===== config.mk =====
export PLATFORM = sky130hd
export DESIGN_NAME = cnt_arbiter
export DESIGN_NICKNAME = d
export VERILOG_FILES = /design/src/rtl/cnt_arbiter.sv
export SDC_FILE = /design/constraint.sdc
export NUM_CORES = 1
export LEC_CHECK = 0
export ABC_AREA = 1
export CAP_MARGIN = 25
export CELL_PAD_IN_SITES_DETAIL_PLACEMENT = 1
export CELL_PAD_IN_SITES_GLOBAL_PLACEMENT = 1
export CORE_MARGIN = 2
export CORE_UTILIZATION = 35
export CTS_CLUSTER_SIZE = 16
export DETAILED_ROUTE_END_ITERATION = 10
export PLACE_DENSITY = 0.9
export RECOVER_POWER = 100
export SLEW_MARGIN = 20
export SYNTH_ARGS = -nofsm -noshare
export SYNTH_HDL_FRONTEND = slang
export SYNTH_SLANG_ARGS = --single-unit

===== constraint.sdc =====
create_clock -name clk -period 3.9 [get_ports clk]
set_clock_uncertainty 0.05 [all_clocks]
set_input_delay 0.78 -clock clk [delete_from_list [all_inputs] [get_ports clk]]
set_output_delay 0.78 -clock clk [all_outputs]
set_load 0.02 [all_outputs]

===== src/rtl/cnt_arbiter.sv =====
// Round-robin arbiter/sequencer sharing one counter datapath between N requesters.
// One job in flight at a time: arbitrate, issue, wait for the result, return it with a tag.
module cnt_arbiter #(
    parameter int N       = 4,
    parameter int W       = 11,
    parameter int TAG_W   = $clog2(N),
    parameter int TIMEOUT = 255
) (
    input  logic             clk,
    input  logic             rst,
    input  logic [N-1:0]     req_rdy,
    output logic [N-1:0]     req_ack,
    input  logic [N*W-1:0]   req_int,
    output logic [N-1:0]     rsp_rdy,
    input  logic [N-1:0]     rsp_ack,
    output logic [W-1:0]     rsp_int,
    output logic [TAG_W-1:0] rsp_tag,
    output logic             d_irdy,
    input  logic             d_iack,
    output logic [W-1:0]     d_iint,
    input  logic             d_ordy,
    output logic             d_oack,
    input  logic [W-1:0]     d_oint,
    output logic             busy,
    output logic             err,
    output logic [TAG_W-1:0] err_tag,
    output logic [15:0]      job_cnt
);

    localparam logic [1:0] IDLE   = 2'd0;
    localparam logic [1:0] ISSUE  = 2'd1;
    localparam logic [1:0] WAIT   = 2'd2;
    localparam logic [1:0] RETURN = 2'd3;

    logic [1:0]       state;
    logic [TAG_W-1:0] ptr;
    logic [TAG_W-1:0] grant;
    logic [TAG_W-1:0] next_grant;
    logic [TAG_W-1:0] tag_q;
    logic [W-1:0]     result;
    logic [15:0]      wait_cnt;

    // Scan from the farthest candidate to the nearest so the one closest after ptr wins.
    always_comb begin
        // NOTE: every variable written here gets a default first, so no latch is inferred.
        next_grant = ptr;
        for (int k = N; k >= 1; k--) begin
            if (req_rdy[(int'(ptr) + k) % N]) begin
                next_grant = TAG_W'((int'(ptr) + k) % N);
            end
        end
    end

    // NOTE: state registers use non-blocking assignments so all flops update together.
    always_ff @(posedge clk or negedge rst) begin
        if (!rst) begin
            state    <= IDLE;
            ptr      <= TAG_W'(N - 1);
            grant    <= '0;
            tag_q    <= '0;
            result   <= '0;
            wait_cnt <= '0;
            err      <= 1'b0;
            err_tag  <= '0;
            job_cnt  <= '0;
        end else begin
            case (state)
                IDLE: begin
                    if (|req_rdy) begin
                        grant <= next_grant;
                        state <= ISSUE;
                    end
                end
                ISSUE: begin
                    if (!req_rdy[grant]) begin
                        state <= IDLE;
                    end else if (d_iack) begin
                        wait_cnt <= '0;
                        state    <= WAIT;
                    end
                end
                WAIT: begin
                    if (d_ordy) begin
                        result <= d_oint;
                        tag_q  <= grant;
                        state  <= RETURN;
                    end else if (wait_cnt == 16'(TIMEOUT - 1)) begin
                        // Abandoned job: its owner gets lowest priority, as after a normal completion.
                        err     <= 1'b1;
                        err_tag <= grant;
                        ptr     <= grant;
                        state   <= IDLE;
                    end else begin
                        wait_cnt <= wait_cnt + 16'd1;
                    end
                end
                RETURN: begin
                    if (rsp_ack[grant]) begin
                        ptr     <= grant;
                        job_cnt <= job_cnt + 16'd1;
                        state   <= IDLE;
                    end
                end
                default: state <= IDLE;
            endcase
        end
    end

    always_comb begin
        req_ack = '0;
        rsp_rdy = '0;
        d_irdy  = 1'b0;
        d_iint  = '0;
        d_oack  = 1'b0;
        case (state)
            ISSUE: begin
                d_irdy         = req_rdy[grant];
                d_iint         = req_int[int'(grant)*W +: W];
                req_ack[grant] = d_iack;
            end
            WAIT:    d_oack = 1'b1;
            RETURN:  rsp_rdy[grant] = 1'b1;
            default: ;
        endcase
    end

    // result and tag_q only load on entry to RETURN, so they hold their values elsewhere.
    assign rsp_int = result;
    assign rsp_tag = tag_q;
    assign busy    = (state != IDLE);

endmodule


==> flow_summary.toml, run 1 <==
[clock_tree]
ctsHoldBuffers = 0
clk_latency_ns = 0.32
cts_buffers = 5
clockBufferDepth = 2
cts_htree_levels = 2
clock-root-buffer = "clkbuf_8"
cts_tree = "yes"
cts.clk_slew.worst_paths_ns = 0.10
post-cts-setup-buffers = 0
cts_sinks = 54
cts.repair.resized = 0

[min_path]
hold_start = "err$_DFFE_PN0P_"
worstHoldPathType = "reg -> reg"
whs_endpoint = "err$_DFFE_PN0P_"
holdPathStages = 2

[synthesis]
ys_seq_elements = 54
syn_nets = 554
syn_area_per_cell_um2 = 7.46
async_flop_share_pct = 100
synth_cell_type_count = 35
syn_area_um2 = 3610
synthCells = 484
yosysSeqAreaShare_pct = 37.5
synth_warnings = 0
ys_dominant_reg_cell = "dfrtp_1"
synth-edff-count = 0

[floorplanning]
ios = 121
die_h_um = 106
rows = 37
core_um2 = 10200
die_area_um2 = 11100
die_w_um = 106
initial_utilization_pct = 35.4

[critical_path]
start_kind = "flop"
crit_family = "buffers and inverters"
rrSetupSlack_ns = 0.71
cp.arrival_ns = 2.68
max_stage_delay_ns = 0.80
reg2reg_to = "wait_cnt[4]$_DFFE_PN0P_"
crit_chain = "nand2_2, inv_1, a22oi_1, a31oi_1, dlygate4sd3_1"
worst-setup-path-type = "reg -> out"
cp_num_buf_inv = 2
cp-startpoint = "grant[0]$_DFFE_PN0P_"
crit_required_ns = 3.07
cp_max_fo = 23
cp_slowest_cell = "dfrtp_1"
reg2regPathDepth = 8
critPathCaptureType = "output port"
worstReg2RegStart = "state[1]$_DFFE_PN0P_"

[placement]
io_buffer_count = 120
post_dp_cell_area_um2 = 4880
dp_slack_ns = 0.654
dp_hpwl_mm = 9.21
gp_congestion = 0.914

[sta]
fin_ws_ns = 0.387
worst_pin_slew_ns = 1.86
min_period_ns = 3.51
rsz0062_at_grt = "false"
setup_viol = 0
finalCritPeriodShare_pct = 90.1
final-hold-violation-count = 0
tns_ns = 0
slew_headroom_pct = -24.0
drv_slew = 36
max_freq_mhz = 285

[pwr]
combPwrFrac_pct = 53.6
sw_frac_of_total_pct = 46.4
p_seq_share_pct = 33.1
internal-power_uw = 1410
power_uw = 2630
p_leak_uw = 0.00226
powerDensity_nw_per_um2 = 538
pwr-share-clk_pct = 13.3
ir_worst_vdd_v = 0.000234
switchingPower_uw = 1220

[final_layout]
fin_util_pct = 48.0
fin_nets = 669
fillers = 1295
drive_gt1_share_pct = 5.83
mostFrequentLayoutCells = "nand2_1, clkdlybuf4s50_1, inv_1"
final_common_cell = "nand2_1"
areaGrowthSynthToFinish_pct = 35.5
num_antenna_cells = 0
stdcell_area_um2 = 4890

[status]
violations = "max-capacitance violations, max-slew violations"
status = "finished with violations"

[grt]
gr-total-overflow = 0
grt_use_total_pct = 21.2
grt_pass1_vias = 4095
grt_start_max_net_pins = 36
grt_pass1_wl_mm = 19.0
antenna_found_initial = 0

[drt]
dr_total_vias = 3693
drc = 0
first_iter_violations = 91
drt-total-wl_mm = 11.3
viasPerCell = 5.02
first_pass_iters = 4
ant_nets = 0
wl_per_cell_um = 15.4

[run]
drv_cap = 1
cell families after synthesis:
| kind of cell | count (synthesis) | share of synthesized area, % |
|---|---|---|
| and+or+nand+nor | 267 | 33.4 |
| buffers and inverters | 73 | 9.05 |
| AOI/OAI and AO/OA | 57 | 10.1 |
| DFF | 54 | 37.5 |
| xor gates and xnor gates | 19 | 5.44 |
| muxes | 11 | 3.43 |
| adders and majority gates | 3 | 1.04 |
worst min-delay path, stage by stage (launching register included):
cell	delay, ns
dfrtp_1	0.37
inv_1	0.04
nand2_1	0.06
metrics by stage:
stage                     instances  hold slack [ns]
after global routing            736            0.469
after floorplan                 484            0.426
after global placement          728            0.411
after detailed placement        728            0.427
final                           736            0.446
after CTS                       736            0.367
power groups by stage:
stage / sequential, uW / clock, uW / combinational [uW]
6_report: 870 / 349 / 1410
5_1_grt: 896 / 384 / 1550
4_1_cts: 880 / 363 / 1540
3_5_place_dp: 890 / 0 / 1530
3_3_place_gp: 878 / 0 / 1470
2_1_floorplan: 933 / 0 / 884
layout make-up:
| cell class | count | area, um2 | area share (%) |
|---|---|---|---|
| Sequential cell | 54 | 1350 | 27.7 |
| Clock inverter | 2 | 16.3 | 0.333 |
| Timing Repair Buffer | 122 | 1210 | 24.7 |
| Tap cell | 136 | 170 | 3.48 |
| Clock buffer | 6 | 82.6 | 1.69 |
| Inverter | 59 | 221 | 4.53 |
| Multi-Input combinational cell | 357 | 1840 | 37.6 |
how the worst max path moves through the flow:
stage	depth (start not counted)	end
2_1_floorplan	7	d_iint[0]
4_1_cts	5	d_iint[10]
3_5_place_dp	8	d_irdy
6_report	5	d_iint[10]
5_1_grt	5	d_iint[6]
3_3_place_gp	8	d_irdy
cell usage after synthesis (5+ instances only):
library cell  count  share of area, %
nor3_1            5              0.69
nand2_1         144                15
inv_1            54               5.6
nor2_1           42               4.4
buf_6             5               1.6
nor2_4            6               1.9
mux2_2            7               2.2
inv_2             5              0.52
a22oi_1          11               2.3
o21ai_2           7               1.7
xor2_1           11               2.7
clkbuf_1          5              0.52
nand3_1          48               6.7
dfrtp_1          52                36
a31oi_1          11               1.9
o21ai_0          20               2.8
nand4_1           8               1.4
layer usage:
| layer | GRT usage [%] | vias to the layer above | wire (um) |
|---|---|---|---|
| li1 | - | 1775 | - |
| met1 | 22.4 | 1789 | 4370 |
| met2 | 40.0 | 108 | 5990 |
| met3 | 5.26 | 21 | 641 |
| met4 | 8.18 | 0 | 325 |
| met5 | 0 | - | 0 |
sequential cells by signal (all words and copies together), names as in the netlist:
| signal | flops |
|---|---|
| err | 1 |
| state | 2 |
| ptr | 2 |
| grant | 2 |
| rsp_tag | 2 |
| job_cnt | 16 |
| rsp_int | 11 |
| err_tag | 2 |
| wait_cnt | 16 |
Note: power is estimated with default switching activity, not from simulation.
==> run 2: changes to the inputs <==
--- a/config.mk
+++ b/config.mk
@@ -6,7 +6,6 @@
 export NUM_CORES = 1
 export LEC_CHECK = 0
 export ABC_AREA = 1
-export CAP_MARGIN = 25
 export CELL_PAD_IN_SITES_DETAIL_PLACEMENT = 1
 export CELL_PAD_IN_SITES_GLOBAL_PLACEMENT = 1
 export CORE_MARGIN = 2
==> results of run 2 <==
Final layout, timing and power as in run 1 (identical DEF).
==> run 3: changes to the inputs <==
--- a/config.mk
+++ b/config.mk
@@ -12,6 +12,7 @@
 export CORE_UTILIZATION = 35
 export CTS_CLUSTER_SIZE = 16
 export DETAILED_ROUTE_END_ITERATION = 10
+export MAX_ROUTING_LAYER = met4
 export PLACE_DENSITY = 0.9
 export RECOVER_POWER = 100
 export SLEW_MARGIN = 20
==> run 3 against run 2 <==
- the run still ends with max-capacitance violations, max-slew violations left
- final cell count increased by 0.14%
- register-to-register slack gained 0.29 ns
- highest routed layer unchanged
- first-iteration DRC count is 16% higher
- worst hold slack got worse by 0.012 ns
- sequential cell count stayed put
- total power grew 0.80%
- largest cell class unchanged
- design area rose by 0.26%
- sequential share of layout area down 0.071 points
- global-route usage up 0.68 points
- die area is the same
==> flow_summary.toml, run 3 (synthesis results as in run 1) <==
[sta]
finalCritPeriodShare_pct = 87.5
tns_ns = 0
slew_headroom_pct = -17.2
final-hold-violation-count = 0
setup_viol = 0
worst_pin_slew_ns = 1.76
min_period_ns = 3.41
drv_slew = 34
rsz0062_at_grt = "false"
max_freq_mhz = 293

[grt]
grt_use_total_pct = 21.9
gr-total-overflow = 0
grt_pass1_vias = 4100
grt_start_max_net_pins = 34
antenna_found_initial = 0
grt_pass1_wl_mm = 19.2

[clock_tree]
cts_buffers = 5
clk_latency_ns = 0.32
clockBufferDepth = 2
cts.repair.resized = 0
cts_tree = "yes"
cts.clk_slew.worst_paths_ns = 0.10
cts_sinks = 54
cts_htree_levels = 2
ctsHoldBuffers = 0
clock-root-buffer = "clkbuf_8"
post-cts-setup-buffers = 0

[drt]
top_layer_used = "met4"
routed-wl-met2_mm = 6.07
viasPerCell = 4.99
wl_met3_um = 409
wl_per_cell_um = 15.4
first_iter_violations = 106
wl_met1_mm = 4.70
drt-total-wl_mm = 11.4
ant_nets = 0
first_pass_iters = 4
drc = 0
dr_total_vias = 3681

[critical_path]
reg2regPathDepth = 4
critPathCaptureType = "output port"
cp.depth = 8
cp_common_cell = "nand2_1"
start_kind = "flop"
crit_chain = "clkbuf_1, nand2_1, o21ai_0, nand2_1, nand2_1, nand2_1, inv_1, dlygate4sd3_1"
cp_max_fo = 12
cp_slowest_cell = "dlygate4sd3_1"
worst-setup-path-type = "reg -> out"
max_stage_delay_ns = 0.66
crit_family = "buffers and inverters"
crit_required_ns = 3.07
cp_num_buf_inv = 3
cp.arrival_ns = 2.58

[floorplanning]
die_w_um = 106
initial_utilization_pct = 35.4
die_h_um = 106
die_area_um2 = 11100
core_um2 = 10200
ios = 121
rows = 37

[placement]
io_buffer_count = 120
gp_congestion = 0.902
dp_cells = 729
dp_hpwl_mm = 9.13

[final_layout]
fin_nets = 670
fin_cells = 737
final_common_cell = "nand2_1"
drive_gt1_share_pct = 5.82
areaGrowthSynthToFinish_pct = 35.9
num_antenna_cells = 0
mostFrequentLayoutCells = "nand2_1, clkdlybuf4s50_1, inv_1"

[pwr]
power_uw = 2650
ir_worst_vdd_v = 0.000240
powerDensity_nw_per_um2 = 540
p_leak_uw = 0.00226

[status]
status = "finished with violations"
violations = "max-capacitance violations, max-slew violations"

[run]
drv_cap = 1

[min_path]
worstHoldPathType = "reg -> reg"
holdPathStages = 2
## run 3: cell types whose count changed in the layout (fill, tap and decap cells not counted), sizes merged
cell	before	now
dlygate4sd3	55	54
clkdlybuf4s50	64	65
clkbuf	8	9
## run 3: worst register-to-register path, delay by kind of cell (launching register included)
kind / cells / cell delay, ns
buf+inv: 1 / 0.11
mux: 1 / 0.53
flops: 1 / 0.47
simple gates: 2 / 1.63
## run 3: where the power goes
group	switching (uW)	internal, uW
registers	153	702
clock network	201	147
logic	881	567
## run 3: path summary, 6_finish.rpt
check | from | endpoint | slack (ns)
worst min-delay path | err$_DFFE_PN0P_ | err$_DFFE_PN0P_ | 0.43
min in group asynchronous | rst | wait_cnt[8]$_DFFE_PN0P_ | 0.66
worst max register to register | state[1]$_DFFE_PN0P_ | rsp_int[8]$_DFFE_PN0P_ | 1.00
worst max-delay path | grant[0]$_DFFE_PN0P_ | d_irdy | 0.49
max in group asynchronous | rst | rsp_tag[0]$_DFFE_PN0P_ | 0.92
worst min register to register | err$_DFFE_PN0P_ | err$_DFFE_PN0P_ | 0.43
## run 3: final cells by class
class | count | area (um2)
clock buffers | 6 | 82.6
clock inverters | 2 | 16.3
fillers | 1299 | 5280
inverters | 59 | 221
multi-input cells | 357 | 1850
flip-flops and latches | 54 | 1350
well taps | 136 | 170
repair buffers | 123 | 1210
## run 3: routing by layer
metal,GRT usage (%),up-vias
li1,-,1780
met4,5.73,0
met5,-,-
met2,40.8,93
met3,3.40,17
met1,24.2,1791
## run 3: per-stage QoR
step | hold slack, ns | cell area, um2 | utilization, % | setup WS (ns)
after floorplan | 0.426 | 3610 | - | 1.65
after CTS | 0.384 | 4990 | 49.0 | 0.553
after global routing | 0.475 | 4900 | 48.1 | 0.253
after global placement | 0.412 | 4890 | 48.0 | 0.701
final | 0.434 | 4900 | 48.1 | 0.486
after detailed placement | 0.417 | 4890 | 48.0 | 0.636
